==> src/rtl/gpio_in_filter.sv <==
// gpio_in_filter
//
// Input conditioning between the pad receive outputs and the core. Each pin
// has its own independent logic:
//   - a two-flop synchronizer (s1, s2). It always runs, even when the pin
//     is disabled.
//   - a glitch filter. A change at s2 is accepted only after it has held
//     for filt_len_i + 1 consecutive enabled cycles.
//   - one-cycle rise/fall strobes. They are aligned with the first cycle
//     in which the new level shows on gpio_o.
//   - a sticky event flag per pin. If set and clear occur in the same
//     cycle, set wins.
//   - a registered OR of all event flags, driven out as irq_o.
//
// Ports:
//   clk        system clock
//   rst        asynchronous active-high reset, clears every flop
//   pad_c_i    raw pad receive values (asynchronous to clk)
//   en_i       per-pin filter enable
//   filt_len_i global filter length L (sampled every cycle)
//   evt_clr_i  per-pin clear of the sticky event flag
//   gpio_o     filtered, synchronized level
//   rise_o     one-cycle strobe on an accepted 0->1 change
//   fall_o     one-cycle strobe on an accepted 1->0 change
//   evt_o      sticky edge-event flags
//   irq_o      registered OR of evt_o
module gpio_in_filter #(
    parameter int N_PINS = 9,
    parameter int CNT_W  = 8
) (
    input  logic              clk,
    input  logic              rst,
    input  logic [N_PINS-1:0] pad_c_i,
    input  logic [N_PINS-1:0] en_i,
    input  logic [CNT_W-1:0]  filt_len_i,
    input  logic [N_PINS-1:0] evt_clr_i,
    output logic [N_PINS-1:0] gpio_o,
    output logic [N_PINS-1:0] rise_o,
    output logic [N_PINS-1:0] fall_o,
    output logic [N_PINS-1:0] evt_o,
    output logic              irq_o
);

    logic [N_PINS-1:0]            s1_q,   s1_d;
    logic [N_PINS-1:0]            s2_q,   s2_d;
    logic [N_PINS-1:0]            lvl_q,  lvl_d;
    logic [N_PINS-1:0]            rise_q, rise_d;
    logic [N_PINS-1:0]            fall_q, fall_d;
    logic [N_PINS-1:0]            evt_q,  evt_d;
    logic                         irq_q,  irq_d;
    logic [N_PINS-1:0][CNT_W-1:0] cnt_q,  cnt_d;

    always_comb begin
        s1_d   = pad_c_i;
        s2_d   = s1_q;
        lvl_d  = lvl_q;
        rise_d = '0;
        fall_d = '0;
        cnt_d  = '0;
        for (int unsigned i = 0; i < N_PINS; i++) begin
            if (!en_i[i] || (s2_q[i] == lvl_q[i])) begin
                // Disabled, or s2 agrees with the accepted level. Any
                // partial count is a glitch and is discarded.
                cnt_d[i] = '0;
            end else if (cnt_q[i] >= filt_len_i) begin
                // The >= test makes a lowered L take effect at once.
                // cnt cannot pass L, so it never wraps even at maximum L.
                lvl_d[i]  = s2_q[i];
                rise_d[i] = s2_q[i];
                fall_d[i] = ~s2_q[i];
                cnt_d[i]  = '0;
            end else begin
                cnt_d[i] = cnt_q[i] + 1'b1;
            end
        end
        // Set wins over clear when both happen in the same cycle.
        evt_d = (evt_q & ~evt_clr_i) | rise_d | fall_d;
        // irq is registered from the next evt value, so it lines up
        // with evt_o in the same cycle.
        irq_d = |evt_d;
    end

    always_ff @(posedge clk or posedge rst) begin
        if (rst) begin
            s1_q   <= '0;
            s2_q   <= '0;
            lvl_q  <= '0;
            rise_q <= '0;
            fall_q <= '0;
            evt_q  <= '0;
            irq_q  <= 1'b0;
            cnt_q  <= '0;
        end else begin
            s1_q   <= s1_d;
            s2_q   <= s2_d;
            lvl_q  <= lvl_d;
            rise_q <= rise_d;
            fall_q <= fall_d;
            evt_q  <= evt_d;
            irq_q  <= irq_d;
            cnt_q  <= cnt_d;
        end
    end

    assign gpio_o = lvl_q;
    assign rise_o = rise_q;
    assign fall_o = fall_q;
    assign evt_o  = evt_q;
    assign irq_o  = irq_q;

endmodule

==> config.mk <==
export PLATFORM = sky130hd
export DESIGN_NAME = gpio_in_filter
export DESIGN_NICKNAME = d
export VERILOG_FILES = /design/src/rtl/gpio_in_filter.sv
export SDC_FILE = /design/constraint.sdc
export NUM_CORES = 1
export LEC_CHECK = 0
export ABC_AREA = 1
export BUFFER_PORTS_ARGS = -buffer_cell sky130_fd_sc_hd__buf_2
export CORE_ASPECT_RATIO = 0.6
export CORE_MARGIN = 1
export CORE_UTILIZATION = 36
export DETAILED_ROUTE_END_ITERATION = 8
export SLEW_MARGIN = 5
export SYNTH_ARGS = -nofsm -noshare
export SYNTH_HDL_FRONTEND = slang
export SYNTH_SLANG_ARGS = --single-unit
==> constraint.sdc <==
create_clock -name clk -period 7.9 [get_ports clk]
set_input_delay 1.185 -clock clk [delete_from_list [all_inputs] [get_ports clk]]
set_output_delay 1.185 -clock clk [all_outputs]
set_load 0.01 [all_outputs]
==> results of run 1 <==
synthesized netlist by cell type (4+ instances only):
master,n
nand3_1,19
xor2_1,27
inv_1,104
o21a_1,7
nand3b_1,8
o21ai_0,15
nand2_2,8
a31oi_1,8
ha_1,81
o21bai_1,4
nor2_1,116
and3_1,7
a21oi_1,30
nand2_1,113
dfrtp_1,127
nand3_2,8
nand4_1,9
a21oi_2,10
nor3_1,8
nor3_2,6
xnor2_1,10
final timing paths:
check | startpoint | to | depth (start not counted)
worst max register to register | cnt_q[35] | irq_o | 11
worst max-delay path | filt_len_i[7] | irq_o | 12
worst min-delay path | s1_q[7] | s2_q[7] | 0
max in group asynchronous | rst | cnt_q[66] | 3
worst min register to register | s1_q[7] | s2_q[7] | 0
min in group asynchronous | rst | fall_o[2] | 2
logic make-up after synthesis:
family	synth area share (%)
DFF	46.5
xor gates and xnor gates	4.75
adders and majority gates	14.8
AOI/OAI and AO/OA	7.31
buffers and inverters	5.72
and+or+nand+nor	20.8
stage by stage:
stage               hold slack [ns]  instances  cell area (um^2)  worst slack [ns]
finish                        0.346       1084              8130              5.14
global route                  0.354       1084              8130              4.92
CTS                           0.348       1084              8130              5.05
detailed placement            0.339       1052              7510              4.60
global placement              0.331       1052              7510              4.60
floorplan                     0.331        738              6830              3.33
critical path, stage by stage:
cell and delay (ns):
buf_2 0.10, inv_1 0.39, ha_1 0.34, nand2_1 0.07, inv_1 0.04, nor2_1 0.10, o21a_2 0.16, nand2_1 0.07
a21oi_1 0.25, nand2_1 0.08, nor2_1 0.19, nand3_1 0.10
power by group:
part | leakage (nW) | total, mW | switching [mW] | internal, mW
Combinational | 2.49 | 0.0997 | 0.0661 | 0.0335
Sequential | 1.72 | 0.675 | 0.0116 | 0.663
Clock | 0.308 | 0.847 | 0.290 | 0.557
registers in the layout (all words and copies together), names as in the netlist:
signal,flops
irq_o,1
s1_q,9
evt_o,9
fall_o,9
s2_q,9
rise_o,9
cnt_q,72
gpio_o,9
layer usage:
metal | wire (um) | global-route usage [%]
met5 | 0 | 0
met1 | 7780 | 23.3
met2 | 5320 | 21.9
met4 | 159 | 4.80
met3 | 625 | 4.51
cell type report:
cell class | count | area, um^2 | share of cell area [%]
Sequential cell | 127 | 3180 | 39.1
Multi-Input combinational cell | 507 | 3260 | 40.1
Clock buffer | 20 | 437 | 5.37
Inverter | 104 | 395 | 4.86
Timing Repair Buffer | 74 | 373 | 4.58
Clock inverter | 12 | 191 | 2.35
Tap cell | 240 | 300 | 3.69
layout by cell type, fill, tap and decap left out, types with 6 or more instances in the layout:
cell | netlist | routed
dfrtp_1 | 127 | 127
nor2_1 | 116 | 116
nand2_1 | 113 | 113
inv_1 | 104 | 103
ha_1 | 81 | 81
buf_2 | 0 | 73
a21oi_1 | 30 | 30
xor2_1 | 27 | 27
nand3_1 | 19 | 19
clkbuf_16 | 0 | 17
o21ai_0 | 15 | 15
a21oi_2 | 10 | 10
xnor2_1 | 10 | 10
nand4_1 | 9 | 9
nand3b_1 | 8 | 8
nand3_2 | 8 | 8
a31oi_1 | 8 | 8
nor3_1 | 8 | 8
nand2_2 | 8 | 8
o21a_1 | 7 | 7
and3_1 | 7 | 7
nor3_2 | 6 | 6
==> results.txt, run 1 <==
Status - finished, violations left
Violated checks - DRC
Die Height - 109 um
Worst Setup Start Kind - primary input
Vias in the first global route - 4723
Setup crit end kind - flop
Critical Path Fanout Max - 9
DR pass1 iterations - 6
TritonCTS Buffers - 17
Antenna violations before repair - 0
Routability cong. - 0.782
Number of post-CTS setup repair buffers - 0
Hold_buf cts - 0
Vias per cell - 4.53
Skew final - 0.00953 ns
1st-iter DRT viols - 250
CTS tree - built
Die X - 180 um
Unrepaired setup endpoints after global routing - no
Slew @ Worst Pin - 0.747 ns
Final setup violation count - 0
Ant. Diodes - 0
CTS clk-pin slew, worst paths - 0.06 ns
Period utilization - 35.0%
H-Tree Depth - 4
Gr usage total - 15.8%
Area grow syn2layout - 19.1%
Synth Register Bits - 127
Clock Sinks - 127
Maxcap violations - 0
Gates resized, CTS repair - 0
Total power - 1.62 mW
Antenna-violating nets left - 0
Die area - 19500 um^2
Synth async-reset ratio - 100%
Port Buffers - 73
Seq/Total Area, Yosys - 46.5%
EDFF count, synth - 0
Syn_area_per_cell - 9.25 um^2
Final Max Tran Viols - 0
Top FF cell, synth - dfrtp_1
Worst relative slew slack - 50.2%
Worst Path Arrival - 3.06 ns
Post-Syn Instances - 738
Clk_lat worst skew - 0.42 ns
Share of cells above drive strength 1 - 17.2%
Synth warn - 0
Synth area leader - dfrtp_1
Syn Std Cell Area - 6830 um^2
Leak pwr - 4.52 nW
PD cells - 199 nW/um^2
Post-DP HPWL - 9.80 mm
Initial Utilization - 37.3%
Peak VDD IR - 0.000134 V
I/O Pins - 74
R2R Setup Slk - 5.96 ns
Type of the worst min-delay path - flop to flop
Fmax - 362 MHz
Worst-case clock buffer depth - 2
GRT Residual Overflow - 0
Largest net degree at the start of global routing - 71
Vias - 4906
Crit Path Category - primary input to flop
Core region area - 18300 um^2
Final core occ - 44.4%
Root Buffer - clkbuf_16
Synth top area share - 46.5%
Final hold violations - 0
Post-Syn Nets - 856
Fillers - 1793
Unique cell type count in the Yosys netlist - 29
CP required - 8.20 ns
Rows - 38
DRC Markers - 3
Top post-synthesis cells by area - dfrtp_1 (47%), ha_1 (15%), nor2_1 (6.4%)
Sum of negative setup slack - 0 ns
Final #Nets - 949
WL per Instance - 12.8 um
Post-Route WL - 13.9 mm
Fin crit period - 2.76 ns
Global-route wire length before repair - 23.6 mm
(Power assumes the default switching activity.)
==> inputs of run 2 (changes only) <==
clock period = 2.35 ns   (was 7.9 ns; I/O delays follow)
==> results.txt, run 2 (synthesized netlist as in run 1, its figures left out) <==
Worst-case clock buffer depth - 2 (unchanged)
Unrepaired setup endpoints after global routing - no
DR pass1 iterations - 6 (unchanged)
Total power - 5.49 mW (+240%)
Port Buffers - 73 (unchanged)
Vias in the first global route - 4918 (+4.1%)
Crit Path Category - flop to flop
1st-iter DRT viols - 323 (+29%)
CTS clk-pin slew, worst paths - 0.06 ns (about the same)
Peak VDD IR - 0.000344 V (+160%)
Final setup violation count - 0 (unchanged)
PD cells - 659 nW/um^2 (+230%)
Fmax - 509 MHz
Rows - 38 (unchanged)
Skew final - 0.00813 ns (-0.00140 ns)
Root Buffer - clkbuf_16
CTS tree - built
Worst Setup SP - cnt_q[11]
WL per Instance - 13.1 um (+2.4%)
Die area - 19500 um^2 (unchanged)
Final hold violations - 0 (unchanged)
Placed inst area - 7670 um^2 (+2.2%)
Most frequent cells in the layout - dfrtp_1 (127), nor2_1 (116), nand2_1 (113)
Most flop-heavy register - cnt_q
Die Height - 109 um (unchanged)
Critical Path Fanout Max - 5 (-4)
CP required - 2.64 ns (-5.56 ns)
Status - finished, violations left
Violated checks - DRC
Ant. Diodes - 0 (unchanged)
Largest net degree at the start of global routing - 87 (+23%)
Maxcap violations - 0 (unchanged)
Worst Setup Start Kind - flop
I/O Pins - 74 (unchanged)
Final #Nets - 964 (+1.6%)
Sum of negative setup slack - 0 ns (unchanged)
Leak pwr - 4.60 nW (+1.9%)
Critical R2R Launch - cnt_q[11]
Antenna-violating nets left - 0 (unchanged)
Cells on worst reg2reg path - 12 (+1)
Clock Sinks - 127 (unchanged)
Most common cell after layout, fill and taps aside - dfrtp_1
Antenna violations before repair - 1 (+1)
GRT Residual Overflow - 0 (unchanged)
Post-Route WL - 14.4 mm (+3.8%)
Final Instance Area - 8320 um^2 (+2.3%)
Clk_lat worst skew - 0.42 ns (about the same)
Initial Utilization - 37.3% (unchanged)
Global-route wire length before repair - 24.8 mm (+5.1%)
TritonCTS Buffers - 17 (unchanged)
Gr usage total - 16.3% (+0.56 points)
Area grow syn2layout - 21.9%
Setup crit end kind - flop
Slew @ Worst Pin - 0.485 ns (-0.262 ns)
Vias - 4987 (+1.7%)
Fin crit period - 1.97 ns
Vias per cell - 4.54 (+0.26%)
Post-DP HPWL - 10.5 mm (+6.6%)
DRC Markers - 7 (+4)
Core region area - 18300 um^2 (unchanged)
Die X - 180 um (unchanged)
R2R Setup Slk - 0.38 ns (-5.58 ns)
Period utilization - 83.7%
Max FFs per register - 72 (unchanged)
Type of the worst min-delay path - primary input to flop
H-Tree Depth - 4 (unchanged)
Final Max Tran Viols - 0 (unchanged)
Routability cong. - 0.792 (+1.3%)
Share of cells above drive strength 1 - 18.7% (+1.6 points)
Worst relative slew slack - 67.7% (+17 points)
Worst Path Arrival - 2.25 ns (-0.81 ns)
Final core occ - 45.5% (+1.0 points)
Setup crit end - irq_o
R2r endpoint - irq_o
run 2: changes by cell type in the layout (fill, tap and decap cells not counted), sizes merged:
cell	before	now
dlygate4sd3	0	1
clkinvlp	1	3
buf	74	88
bufinv	5	4
clkinv	6	5
run 2: stage by stage:
step,cells,worst slack (ns),hold slack [ns]
global placement,1066,0.0385,0.333
CTS,1099,0.369,0.0234
finish,1099,0.384,0.0389
floorplan,738,0.430,0.331
detailed placement,1066,0.00881,0.335
global route,1099,0.207,0.0218
run 2: metal layers:
metal / track usage [%] / vias to the layer above / part of all wire, %
met2: 23.3 / 69 / 41
met1: 24.3 / 2286 / 55
met5: 0 / - / 0.069
met3: 3.71 / 13 / 3.4
li1: - / 2617 / -
met4: 4.99 / 2 / 0.81
run 2: critical path: stages (launching register included):
cell     delay, ns
dfrtp_1       0.45
ha_1          0.32
nand2_1       0.07
nand2_1       0.05
nor2_1        0.13
nand2_1       0.09
nand2_2       0.08
nand2_1       0.07
a21oi_1       0.13
buf_4         0.13
nand2_1       0.06
nor2_1        0.18
nand3_1       0.09
run 2: timing repair:
action,in CTS,in global routing
hold buffers,1,0
hold endpoints to repair,13,0
gates resized for setup,0,0
buffers inserted,0,0
run 2: power breakdown:
group | switching [mW] | internal (mW)
logic | 0.225 | 0.136
registers | 0.0387 | 2.23
clock network | 1.02 | 1.84
run 2: area by class of cell:
| cell class | instances | area [um^2] |
|---|---|---|
| Inverter | 104 | 394 |
| Clock inverter | 12 | 184 |
| Multi-Input combinational cell | 507 | 3260 |
| Fill cell | 1728 | 9980 |
| Sequential cell | 127 | 3180 |
| Clock buffer | 20 | 457 |
| Tap cell | 240 | 300 |
| Timing Repair Buffer | 89 | 551 |
run 2: worst min path at each step:
stage                    to       start  slack [ns]  depth (start not counted)
floorplan           s2_q[0]     s1_q[0]        0.33                          0
global placement    s2_q[5]     s1_q[5]        0.33                          0
detailed placement  s2_q[5]     s1_q[5]        0.33                          0
CTS                 s1_q[5]  pad_c_i[5]        0.02                          1
global route        s1_q[5]  pad_c_i[5]        0.02                          1
finish              s1_q[5]  pad_c_i[5]        0.04                          1
